[src/rtl/hit_scorer_pkg.sv]
// hit_scorer_pkg
//   Shared definitions for the hit scorer slice: target state encoding,
//   the register-file slot that receives the score, default timing
//   constants and a counter-width helper.
package hit_scorer_pkg;

    typedef enum logic {
        LIT  = 1'b0,
        DARK = 1'b1
    } state_e;

    localparam logic [4:0] SCORE_REG = 5'd30;

    localparam int unsigned DEF_DEBOUNCE_CYCLES = 1000000;
    localparam int unsigned DEF_LIT_CYCLES      = 100000000;
    localparam int unsigned DEF_DARK_CYCLES     = 50000000;
    localparam int unsigned DEF_PEND_W          = 3;

    // Bits needed to count 0..n-1, never less than one.
    function automatic int unsigned cnt_width(input int unsigned n);
        return (n <= 2) ? 1 : $clog2(n);
    endfunction

endpackage

[src/rtl/btn_debounce.sv]
// btn_debounce
//   Two-flop synchronizer, counting debouncer and falling-edge detector
//   for an active-low push button.
// Ports:
//   clk      in   system clock
//   reset_n  in   synchronous active-low reset
//   btn_n    in   raw asynchronous button, low = pressed
//   press    out  one-cycle pulse when the debounced level goes 1->0
module btn_debounce
    import hit_scorer_pkg::*;
#(
    parameter int unsigned DEBOUNCE_CYCLES = DEF_DEBOUNCE_CYCLES
) (
    input  logic clk,
    input  logic reset_n,
    input  logic btn_n,
    output logic press
);

    localparam int unsigned CW = cnt_width(DEBOUNCE_CYCLES);

    logic          sync1_q, sync2_q;
    logic          level_q, level_d;
    logic          press_q, press_d;
    logic [CW-1:0] cnt_q, cnt_d;

    // cnt_q holds how many consecutive samples already disagreed with
    // level_q; the disagreeing sample that would make it DEBOUNCE_CYCLES
    // flips the level instead of counting.
    always_comb begin
        level_d = level_q;
        cnt_d   = '0;
        press_d = 1'b0;
        if (sync2_q != level_q) begin
            if (cnt_q == CW'(DEBOUNCE_CYCLES - 1)) begin
                level_d = sync2_q;
                press_d = ~sync2_q;
            end else begin
                cnt_d = cnt_q + 1'b1;
            end
        end
    end

    always_ff @(posedge clk) begin
        if (!reset_n) begin
            sync1_q <= 1'b1;
            sync2_q <= 1'b1;
            level_q <= 1'b1;
            cnt_q   <= '0;
            press_q <= 1'b0;
        end else begin
            sync1_q <= btn_n;
            sync2_q <= sync1_q;
            level_q <= level_d;
            cnt_q   <= cnt_d;
            press_q <= press_d;
        end
    end

    assign press = press_q;

endmodule

[src/rtl/hit_scorer.sv]
// hit_scorer
//   Reaction game: a target LED is lit for up to LIT_CYCLES, then dark for
//   DARK_CYCLES. A debounced press while lit is a hit; hits accumulate in a
//   saturating pending counter that is injected into register 30 of the
//   processor register file on cycles the processor is not writing.
//   Optional feature macro: HIT_SCORER_MISS_EN (counts presses while dark).
// Ports:
//   clk         in   system clock
//   reset_n     in   synchronous active-low reset
//   btn_n       in   raw asynchronous button, low = pressed
//   cpu_rwe     in   processor register-file write enable this cycle
//   target_led  out  high while the target is lit
//   inj_we      out  register-file injection write enable (combinational)
//   inj_rd      out  injection destination register (always 30)
//   inj_data    out  pending hit count, zero-extended
//   miss_cnt    out  saturating miss count (0 when feature disabled)
module hit_scorer
    import hit_scorer_pkg::*;
#(
    parameter int unsigned DEBOUNCE_CYCLES = DEF_DEBOUNCE_CYCLES,
    parameter int unsigned LIT_CYCLES      = DEF_LIT_CYCLES,
    parameter int unsigned DARK_CYCLES     = DEF_DARK_CYCLES,
    parameter int unsigned PEND_W          = DEF_PEND_W
) (
    input  logic        clk,
    input  logic        reset_n,
    input  logic        btn_n,
    input  logic        cpu_rwe,
    output logic        target_led,
    output logic        inj_we,
    output logic [4:0]  inj_rd,
    output logic [31:0] inj_data,
    output logic [7:0]  miss_cnt
);

    localparam int unsigned TW = cnt_width((LIT_CYCLES > DARK_CYCLES) ? LIT_CYCLES : DARK_CYCLES);

    state_e              state_q, state_d;
    logic [TW-1:0]       timer_q, timer_d;
    logic [PEND_W-1:0]   pend_q, pend_d;
    logic                inj_prev_q;
    logic                press;
    logic                hit;

    btn_debounce #(
        .DEBOUNCE_CYCLES(DEBOUNCE_CYCLES)
    ) u_btn_debounce (
        .clk     (clk),
        .reset_n (reset_n),
        .btn_n   (btn_n),
        .press   (press)
    );

    assign hit = press & (state_q == LIT);

    always_comb begin
        state_d = state_q;
        timer_d = timer_q + 1'b1;
        case (state_q)
            LIT: begin
                if (hit || (timer_q == TW'(LIT_CYCLES - 1))) begin
                    state_d = DARK;
                    timer_d = '0;
                end
            end
            DARK: begin
                if (timer_q == TW'(DARK_CYCLES - 1)) begin
                    state_d = LIT;
                    timer_d = '0;
                end
            end
            default: begin
                state_d = LIT;
                timer_d = '0;
            end
        endcase
    end

    // Gated by reset_n so outputs show the reset values during the first
    // reset cycle, before the registers have been cleared.
    assign inj_we = reset_n & (pend_q != '0) & ~cpu_rwe & ~inj_prev_q;

    // An injection drains the counter; a hit in that same cycle is kept
    // as the new count so it is not lost.
    always_comb begin
        pend_d = pend_q;
        if (inj_we) begin
            pend_d = hit ? PEND_W'(1) : '0;
        end else if (hit && (pend_q != '1)) begin
            pend_d = pend_q + 1'b1;
        end
    end

    always_ff @(posedge clk) begin
        if (!reset_n) begin
            state_q    <= LIT;
            timer_q    <= '0;
            pend_q     <= '0;
            inj_prev_q <= 1'b0;
        end else begin
            state_q    <= state_d;
            timer_q    <= timer_d;
            pend_q     <= pend_d;
            inj_prev_q <= inj_we;
        end
    end

    assign target_led = ~reset_n | (state_q == LIT);
    assign inj_rd     = SCORE_REG;
    assign inj_data   = 32'(pend_q);

`ifdef HIT_SCORER_MISS_EN
    logic [7:0] miss_q, miss_d;

    always_comb begin
        miss_d = miss_q;
        if (press && (state_q == DARK) && (miss_q != 8'hFF)) begin
            miss_d = miss_q + 8'd1;
        end
    end

    always_ff @(posedge clk) begin
        if (!reset_n) begin
            miss_q <= '0;
        end else begin
            miss_q <= miss_d;
        end
    end

    assign miss_cnt = miss_q;
`else
    assign miss_cnt = '0;
`endif

endmodule

[config.mk]
export PLATFORM = sky130hd
export DESIGN_NAME = hit_scorer
export DESIGN_NICKNAME = d
export VERILOG_FILES = /design/src/rtl/hit_scorer_pkg.sv /design/src/rtl/btn_debounce.sv /design/src/rtl/hit_scorer.sv
export SDC_FILE = /design/constraint.sdc
export NUM_CORES = 1
export LEC_CHECK = 0
export BUFFER_PORTS_ARGS = -buffer_cell sky130_fd_sc_hd__clkbuf_2
export CORE_MARGIN = 8
export CORE_UTILIZATION = 40
export CTS_BUF_LIST = sky130_fd_sc_hd__clkbuf_4 sky130_fd_sc_hd__clkbuf_8 sky130_fd_sc_hd__clkbuf_16
export DETAILED_ROUTE_END_ITERATION = 7
export MAX_ROUTING_LAYER = met4
export PLACE_DENSITY = 0.66
export SYNTH_ARGS = -nofsm -noshare
export SYNTH_HDL_FRONTEND = slang
export SYNTH_SLANG_ARGS = --single-unit
[constraint.sdc]
create_clock -name clk -period 2.5 [get_ports clk]
set_input_delay 0.5 -clock clk [delete_from_list [all_inputs] [get_ports clk]]
set_output_delay 0.5 -clock clk [all_outputs]
set_load 0.01 [all_outputs]
Word-level counts from Yosys, hierarchy flattened

Cells that the tools add are included.

Bits in registers: 56
Bits in latches: 0
Memory bits (writable): 0
ROM bits: 0
Bits of input ports: 4
Output and inout bits: 47
Word-level logic and storage cells: 44
Memories: 0

Add/subtract/negate cells: 3
Multiply operators: 0
Div/mod/pow operators: 0
Order comparisons: 0
Equality and inequality tests: 5
Shifts and indexed selects: 0
Muxes and demuxes: 9
Bitwise operators: 11
Reductions and logical operators: 7

Operator list:

| operator                | number |
|---|---|
| $mux W27                | 2 |
| $pmux W27 S2            | 1 |
| $add A27 B1 Y27 const B | 1 |
| $eq A27 B26 Y1 const B  | 1 |
| $eq A27 B27 Y1 const B  | 1 |
| $add A20 B1 Y20 const B | 1 |
| $eq A20 B20 Y1 const B  | 1 |
| $mux W3                 | 2 |
| $not A1 Y1              | 6 |
| $and A1 B1 Y1           | 4 |
| $add A3 B1 Y3 const B   | 1 |
| $mux W1                 | 3 |
| $ne A3 B3 Y1 const B    | 1 |
| $reduce_and A3 Y1       | 1 |
| $reduce_bool A3 Y1      | 1 |
| $reduce_or A3 Y1        | 1 |
| $pmux W1 S2             | 1 |
| $reduce_and A2 Y1       | 1 |
| $reduce_bool A2 Y1      | 1 |
| $logic_and A1 B1 Y1     | 1 |
| $logic_or A1 B1 Y1      | 1 |
| $ne A1 B1 Y1            | 1 |
| $or A1 B1 Y1            | 1 |

Depth between registers and ports, before layout

Gate-level depths: netlist of run 1.

Word-level depth: 5
Mapped depth: 7
Gate-level depth less buffers: 7

Cells and area by module

From an unflattened synthesis of run 1, not the netlist that was laid out.

Cell total of the unflattened synthesis: 348
Area, all modules: 3,049.2 µm²

By module, submodules not included:

| module       | times used | cells an instance | area an instance (µm²) | sequential area each (µm²) |
|---|---|---|---|---|
| hit_scorer   | 1          | 228               | 1,948.1                | 640.6 |
| btn_debounce | 1          | 120               | 1,101.1                | 480.5 |

Worst setup path before layout of run 1

OpenSTA, ideal clock, no wires.

Path kind: register -> register
Start: register timer_q[0]
End: register timer_q[22]
Library setup time: 0.086 ns
Arrival: 2.007 ns
Required time: 2.414 ns
Path slack: 0.407 ns
Stages on the path, launching flop included: 7
Path buffers: 1
Clock period less this slack: 2.093 ns
Cell sequence: dfxtp_1 ha_1 nand4_2 or4_4 buf_6 or4_1 a211oi_1

Word-level cells in the longest chain between the ends: 4
Elaborated cells between the ends (all ways): 7
Classes of those cells: 1 x add/sub; 2 x eq/ne; 3 x mux; 1 x reduce/logical

Ends and longest elaborated chain:

| element                                                 | RTL line          | RTL |
|---|---|---|
| from (decl)                                             | hit_scorer.sv:39  | `logic [TW-1:0] timer_q, timer_d;` |
| from (signal assigned)                                  | hit_scorer.sv:102 | `timer_q <= timer_d;` |
| branches (longest 3 deep; another with $add A27 B1 Y27) | --                |  |
| $pmux W27 S2 (*)                                        | hit_scorer.sv:59  | `case (state_q)` |

Every way passes the cells marked *.
A chain may end at the register's enable or synchronous reset.

Worst setup path after layout of run 1

Start: register timer_q[0]
End: register timer_q[24]

The elaborated chain is that of the path after synthesis.

==> impl_metrics.tcl, run 1 <==
set metrics [dict create \
    fin_ws_ps 291 \
    grt_usage_pct 11.2 \
    cts_sinks 56 \
    synth_ff_type "dfxtp_1" \
    fin_skew_ps 15.8 \
    numCtsBuffers 5 \
    io_buffers 8 \
    slew_headroom_pct 58.3 \
    min_period_over_period_pct 88.4 \
    crit_path_start_kind "flop" \
    yosys_warnings 0 \
    tightest_slew_ps 619 \
    final.min_clock_period_ps 2210 \
    synth.avg_cell_area_um2 8.72 \
    ant_nets 0 \
    hold_viol_final 0 \
    die_h_um 103 \
    yosysSeqAreaShare_pct 37.4 \
    route.met2.wl_mm 2.79 \
    hpwl_mm 4.13 \
    slowest_delay_ps 640 \
    fp.dieW_um 103 \
    tns_ps 0 \
    p_comb_share_pct 4.3 \
    synth-seq-cells 56 \
    seq_area_mm2 0.00112 \
    fin_nets 363 \
    clkPwrFrac_pct 33.1 \
    rsz0062_at_grt "false" \
    final_cell_mix "56 x dfxtp_1, 42 x conb_1, 27 x nor2_1, 23 x nor3_1, 20 x xnor2_1" \
    syn_to_final_growth_pct 2.67 \
    synthDistinctLibCells 40 \
    crit_arrival_ps 2440 \
    grt_pass1_wl_mm 9.37 \
    p_int_w 0.00110 \
    post_cts_hold_buffer_count 0 \
    worst_ir_drop_vdd_v 0.000304 \
    cts.htree.levels 2 \
    finalMaxSlewViolations 0 \
    path_class "reg -> reg" \
    maxCapViolCount 0 \
    swShare_pct 23.6 \
    num_vias 2242 \
    clkLatencyLatePin_ps 310 \
    grt_max_degree 26 \
    core_region_area_mm2 0.00725 \
    p_seq_share_pct 62.6 \
    cp_max_fo 12 \
    grt_pass1_vias 2056 \
    wirelength_mm 5.62 \
    multi_input_area_mm2 0.00160 \
    root_buffer "clkbuf_8" \
    synth_edf_count 0 \
    status "complete, no violations" \
    grt_antenna_before_repair 0 \
    initial_core_util_pct 41.4 \
    wl_met3_um 207 \
    routedWlPerCell_um 12.4 \
    ioPinCount 51 \
    layout_commonest_cell "dfxtp_1" \
    cts_resized 0 \
    highest_layer "met4" \
    antenna_cells 0 \
    drt-pass1-iter-count 4 \
    synthArstFlopShare_pct 0 \
    clock.fmax_mhz 453 \
    overflow 0 \
    cts_post_setup_buffers_inserted 0 \
    crit_slowest_cell "or4_4" \
    syn_area_mm2 0.00300 \
    drive_gt1_share_pct 8.76 \
    num-fill-cells 767 \
    dp_slack_ps 296 \
    synthCells 344 \
    critPathCaptureType "flop" \
    p_per_area_mw_per_mm2 468 \
    m1WireLength_mm 2.59 \
    ctsLongestPathBuffers 2 \
    hold_class "in -> reg" \
    required_ps 2730 \
    netSwitchingPower_w 0.000340 \
    cellLeakagePower_nw 1.03 \
    drc_errors 0 \
    cts.reportedPaths.clkPinSlew_ps 100 \
    worstPathCellList "ha_1 > nand4_2 > or4_4 > or4_1 > a211oi_1" \
    num_rows 31 \
    dieArea_mm2 0.0105 \
    cts_tree "yes" \
    gp_congestion 0.839 \
    setup_viol 0 \
    drt_iter0_drc 63 \
    via_per_inst 4.95 \
]
synthesized netlist by cell type, drive strengths merged, types with 4 or more instances:
| cell type | count | area, um2 |
|---|---|---|
| a211oi | 12 | 90.1 |
| a21oi | 6 | 30.0 |
| buf | 50 | 373 |
| dfxtp | 56 | 1120 |
| ha | 5 | 62.6 |
| inv | 14 | 52.6 |
| nand2 | 19 | 71.3 |
| nand2b | 4 | 25.0 |
| nand3 | 14 | 75.1 |
| nand4 | 14 | 100 |
| nor2 | 27 | 101 |
| nor3 | 23 | 115 |
| nor4 | 8 | 50.1 |
| o21ai | 10 | 50.1 |
| o31ai | 7 | 66.3 |
| or3 | 8 | 50.1 |
| or4 | 14 | 113 |
| xnor2 | 20 | 175 |
| xor2 | 9 | 78.8 |
stage by stage:
stage,hold WS [ps],power [W],utilization (%),cell area [um2],std cells
after CTS,359,0.00145,42.5,3080,453
final,360,0.00144,42.5,3080,453
after global routing,362,0.00150,42.5,3080,453
after global placement,396,0.000982,41.3,3000,446
after detailed placement,399,0.000983,41.3,3000,446
after floorplan,386,0.00102,-,3150,384
registers in the layout (all words and copies together), names as in the netlist:
signal,count
timer_q,27
u_btn_debounce.cnt_q,20
pend_q,3
inj_prev_q,1
state_q,1
u_btn_debounce.level_q,1
u_btn_debounce.press,1
u_btn_debounce.sync1_q,1
u_btn_debounce.sync2_q,1
area by class of cell:
cell class / count / share of cell area, %
Timing Repair Buffer: 15 / 3.41
Multi-Input combinational cell: 262 / 51.8
Clock buffer: 5 / 2.23
Inverter: 14 / 1.71
Sequential cell: 56 / 36.4
Tap cell: 99 / 4.02
Clock inverter: 2 / 0.406
kinds of logic after synthesis:
| kind of cell | Yosys count | synth area share [%] |
|---|---|---|
| AND/OR/NAND/NOR | 146 | 27.5 |
| AO/OA/AOI/OAI | 40 | 9.88 |
| adder cells (fa/ha/maj) | 5 | 2.09 |
| flip-flops | 56 | 37.4 |
| other | 2 | 0.250 |
| buffers and inverters | 66 | 14.4 |
| XOR/XNOR | 29 | 8.47 |
critical path: cells and delay by family (launching register included):
kind,cells,cell delay (ps)
and+or+nand+nor,3,1300
DFF,1,380
adders and majority gates,1,250
AOI/OAI and AO/OA,1,230
routing by layer:
| layer | vias up | GRT usage, % |
|---|---|---|
| met1 | 1051 | 12.8 |
| met5 | - | - |
| met3 | 5 | 2.23 |
| li1 | 1161 | - |
| met4 | 0 | 2.60 |
| met2 | 25 | 19.6 |
power groups by stage:
stage                     clock [W]  sequential (W)  combinational, W
after floorplan                   0        0.000923         0.0000986
after global placement            0        0.000923         0.0000592
after detailed placement          0        0.000924         0.0000596
after CTS                  0.000492        0.000903         0.0000597
after global routing       0.000522        0.000904         0.0000699
final                      0.000477        0.000903         0.0000617
final timing paths:
path / to / cells after the start / from / slack (ps)
min: u_btn_debounce.sync1_q$_SDFF_PN1_ / 2 / btn_n / 360
min reg2reg: u_btn_debounce.sync2_q$_SDFF_PN1_ / 1 / u_btn_debounce.sync1_q$_SDFF_PN1_ / 440
max reg2reg: timer_q[24]$_SDFF_PN0_ / 5 / timer_q[0]$_SDFF_PN0_ / 290
max: timer_q[24]$_SDFF_PN0_ / 5 / timer_q[0]$_SDFF_PN0_ / 290
(Power assumes the default switching activity.)
==> run 2: changes to the inputs <==
--- a/config.mk
+++ b/config.mk
@@ -7,3 +7,3 @@
 export LEC_CHECK = 0
-export BUFFER_PORTS_ARGS = -buffer_cell sky130_fd_sc_hd__clkbuf_2
+export BUFFER_PORTS_ARGS = -buffer_cell sky130_fd_sc_hd__buf_2
 export CORE_MARGIN = 8
@@ -12,2 +12,3 @@
 export DETAILED_ROUTE_END_ITERATION = 7
+export GPL_ROUTABILITY_DRIVEN = 0
 export MAX_ROUTING_LAYER = met4
==> constraint.sdc (replaced) <==
create_clock -name clk -period 2.5 [get_ports clk]
set_input_delay 0.125 -clock clk [delete_from_list [all_inputs] [get_ports clk]]
set_output_delay 0.125 -clock clk [all_outputs]
set_load 0.01 [all_outputs]
==> run 2 against run 1 <==
Global-route usage shrank 0.13 points. Sequential power hardly changed. Count of clock-buffer cells in the layout is 3 higher. Critical path depth did not move. First-iteration DRC count up 65%. Wire length hardly changed. Via count is 0.36% higher. Final cell count increased by 0.22%. Clock power up 8.8%. Register-to-register slack worse by 30 ps. Power grew 2.9%. Hold slack worse by 230 ps.
==> impl_metrics.tcl, run 2 (same netlist as run 1, synthesis figures left out) <==
set metrics [dict create \
    status "complete, no violations" \
    post-route-util_pct 42.6 \
    p_per_area_mw_per_mm2 481 \
    fin_area_mm2 0.00309 \
    clkLatencyLatePin_ps 300 \
    hold_viol_final 0 \
    tns_ps 0 \
    ioPinCount 51 \
    hpwl_mm 4.13 \
    overflow 0 \
    num_vias 2250 \
    tightest_slew_ps 637 \
    drt_iter0_drc 104 \
    post_cts_hold_buffer_count 1 \
    antenna_cells 0 \
    whs_ps 130 \
    grt_max_degree 26 \
    critPathCaptureType "flop" \
    required_ps 2720 \
    core_region_area_mm2 0.00725 \
    syn_to_final_growth_pct 2.88 \
    cts_post_setup_buffers_inserted 0 \
    highest_layer "met4" \
    crit_slowest_cell "or4_4" \
    cp_max_fo 12 \
    path_class "reg -> reg" \
    cts_tree "yes" \
    ant_nets 0 \
    drc_errors 0 \
    worst_ir_drop_vdd_v 0.000241 \
    wirelength_mm 5.61 \
    fin_nets 363 \
    hp-start "reset_n" \
    initial_core_util_pct 41.4 \
    crit_arrival_ps 2460 \
    slew_headroom_pct 57.1 \
    largest_register "timer_q" \
    crit_start "timer_q[0]$_SDFF_PN0_" \
    rsz0062_at_grt "false" \
    setup_viol 0 \
    hold_class "in -> reg" \
    route.met2.wl_mm 2.85 \
    root_buffer "clkbuf_8" \
    worstPathCellList "ha_1 > nand4_2 > or4_4 > or4_1 > a211oi_1" \
    grt_pass1_vias 2040 \
    cts.htree.levels 2 \
    slowest_delay_ps 630 \
    drive_gt1_share_pct 8.73 \
    io_buffers 8 \
    dieArea_mm2 0.0105 \
    min_period_over_period_pct 89.4 \
    num_rows 31 \
    drt-pass1-iter-count 4 \
    clock.fmax_mhz 448 \
    final_cell_mix "56 x dfxtp_1, 42 x conb_1, 27 x nor2_1, 23 x nor3_1, 20 x xnor2_1" \
    grt_usage_pct 11.0 \
    die_h_um 103 \
    cellLeakagePower_nw 1.04 \
    cts.reportedPaths.clkPinSlew_ps 90 \
    finalMaxSlewViolations 0 \
    largest_reg_flops 27 \
    routedWlPerCell_um 12.4 \
    r2r_start "timer_q[0]$_SDFF_PN0_" \
    crit_buf_inv 0 \
    fin_ws_ps 266 \
    fp.dieW_um 103 \
    grt_antenna_before_repair 0 \
    m1WireLength_mm 2.51 \
    ctsLongestPathBuffers 2 \
    via_per_inst 4.96 \
    cts_sinks 56 \
    layout_commonest_cell "dfxtp_1" \
    final.min_clock_period_ps 2230 \
    cts_resized 0 \
    post_dp_cell_area_mm2 0.00298 \
    crit_family "simple AND/OR/NAND/NOR gates" \
    numCtsBuffers 5 \
    fin_skew_ps 4.35 \
    maxCapViolCount 0 \
    wl_met3_um 195 \
    grt_pass1_wl_mm 9.20 \
    dp_slack_ps 317 \
    crit_path_start_kind "flop" \
    top_regs "timer_q x27, u_btn_debounce.cnt_q x20, pend_q x3" \
]
-- run 2: per-layer routing --
metal / vias to the layer above / track usage, %
met2: 22 / 19.3
met5: - / -
met4: 0 / 2.93
met1: 1061 / 12.4
li1: 1160 / -
met3: 7 / 2.43
-- run 2: cell type report --
type	instances	area (um2)
fillers	740	4170
multi-input cells	262	1600
flip-flops and latches	56	1120
well taps	99	124
clock buffers	8	97.6
repair buffers	15	95.1
inverters	14	52.6
-- run 2: worst register-to-register path, cell delays in order, from the launching register on --
cell and delay (ps):
dfxtp_1 380, ha_1 250, nand4_2 170, or4_4 630, or4_1 490, a211oi_1 240
-- run 2: worst paths after layout --
path                                       endpoint  depth (start not counted)  slack (ps)
hold reg to reg   u_btn_debounce.sync2_q$_SDFF_PN1_                          1         420
setup / recovery             timer_q[26]$_SDFF_PN0_                          5         270
setup reg to reg             timer_q[26]$_SDFF_PN0_                          5         270
hold / removal    u_btn_debounce.sync1_q$_SDFF_PN1_                          2         130
-- run 2: power breakdown --
part	total, W	switching [W]	internal [W]	leakage (nW)
Sequential	0.000903	0.00000550	0.000897	0.452
Clock	0.000519	0.000271	0.000248	0.0523
Combinational	0.0000621	0.0000485	0.0000136	0.537
-- run 2: per-stage QoR --
step                std cells  power, W
CTS                       454   0.00151
detailed placement        445  0.000983
floorplan                 384   0.00102
global route              454   0.00155
global placement          445  0.000981
finish                    454   0.00148
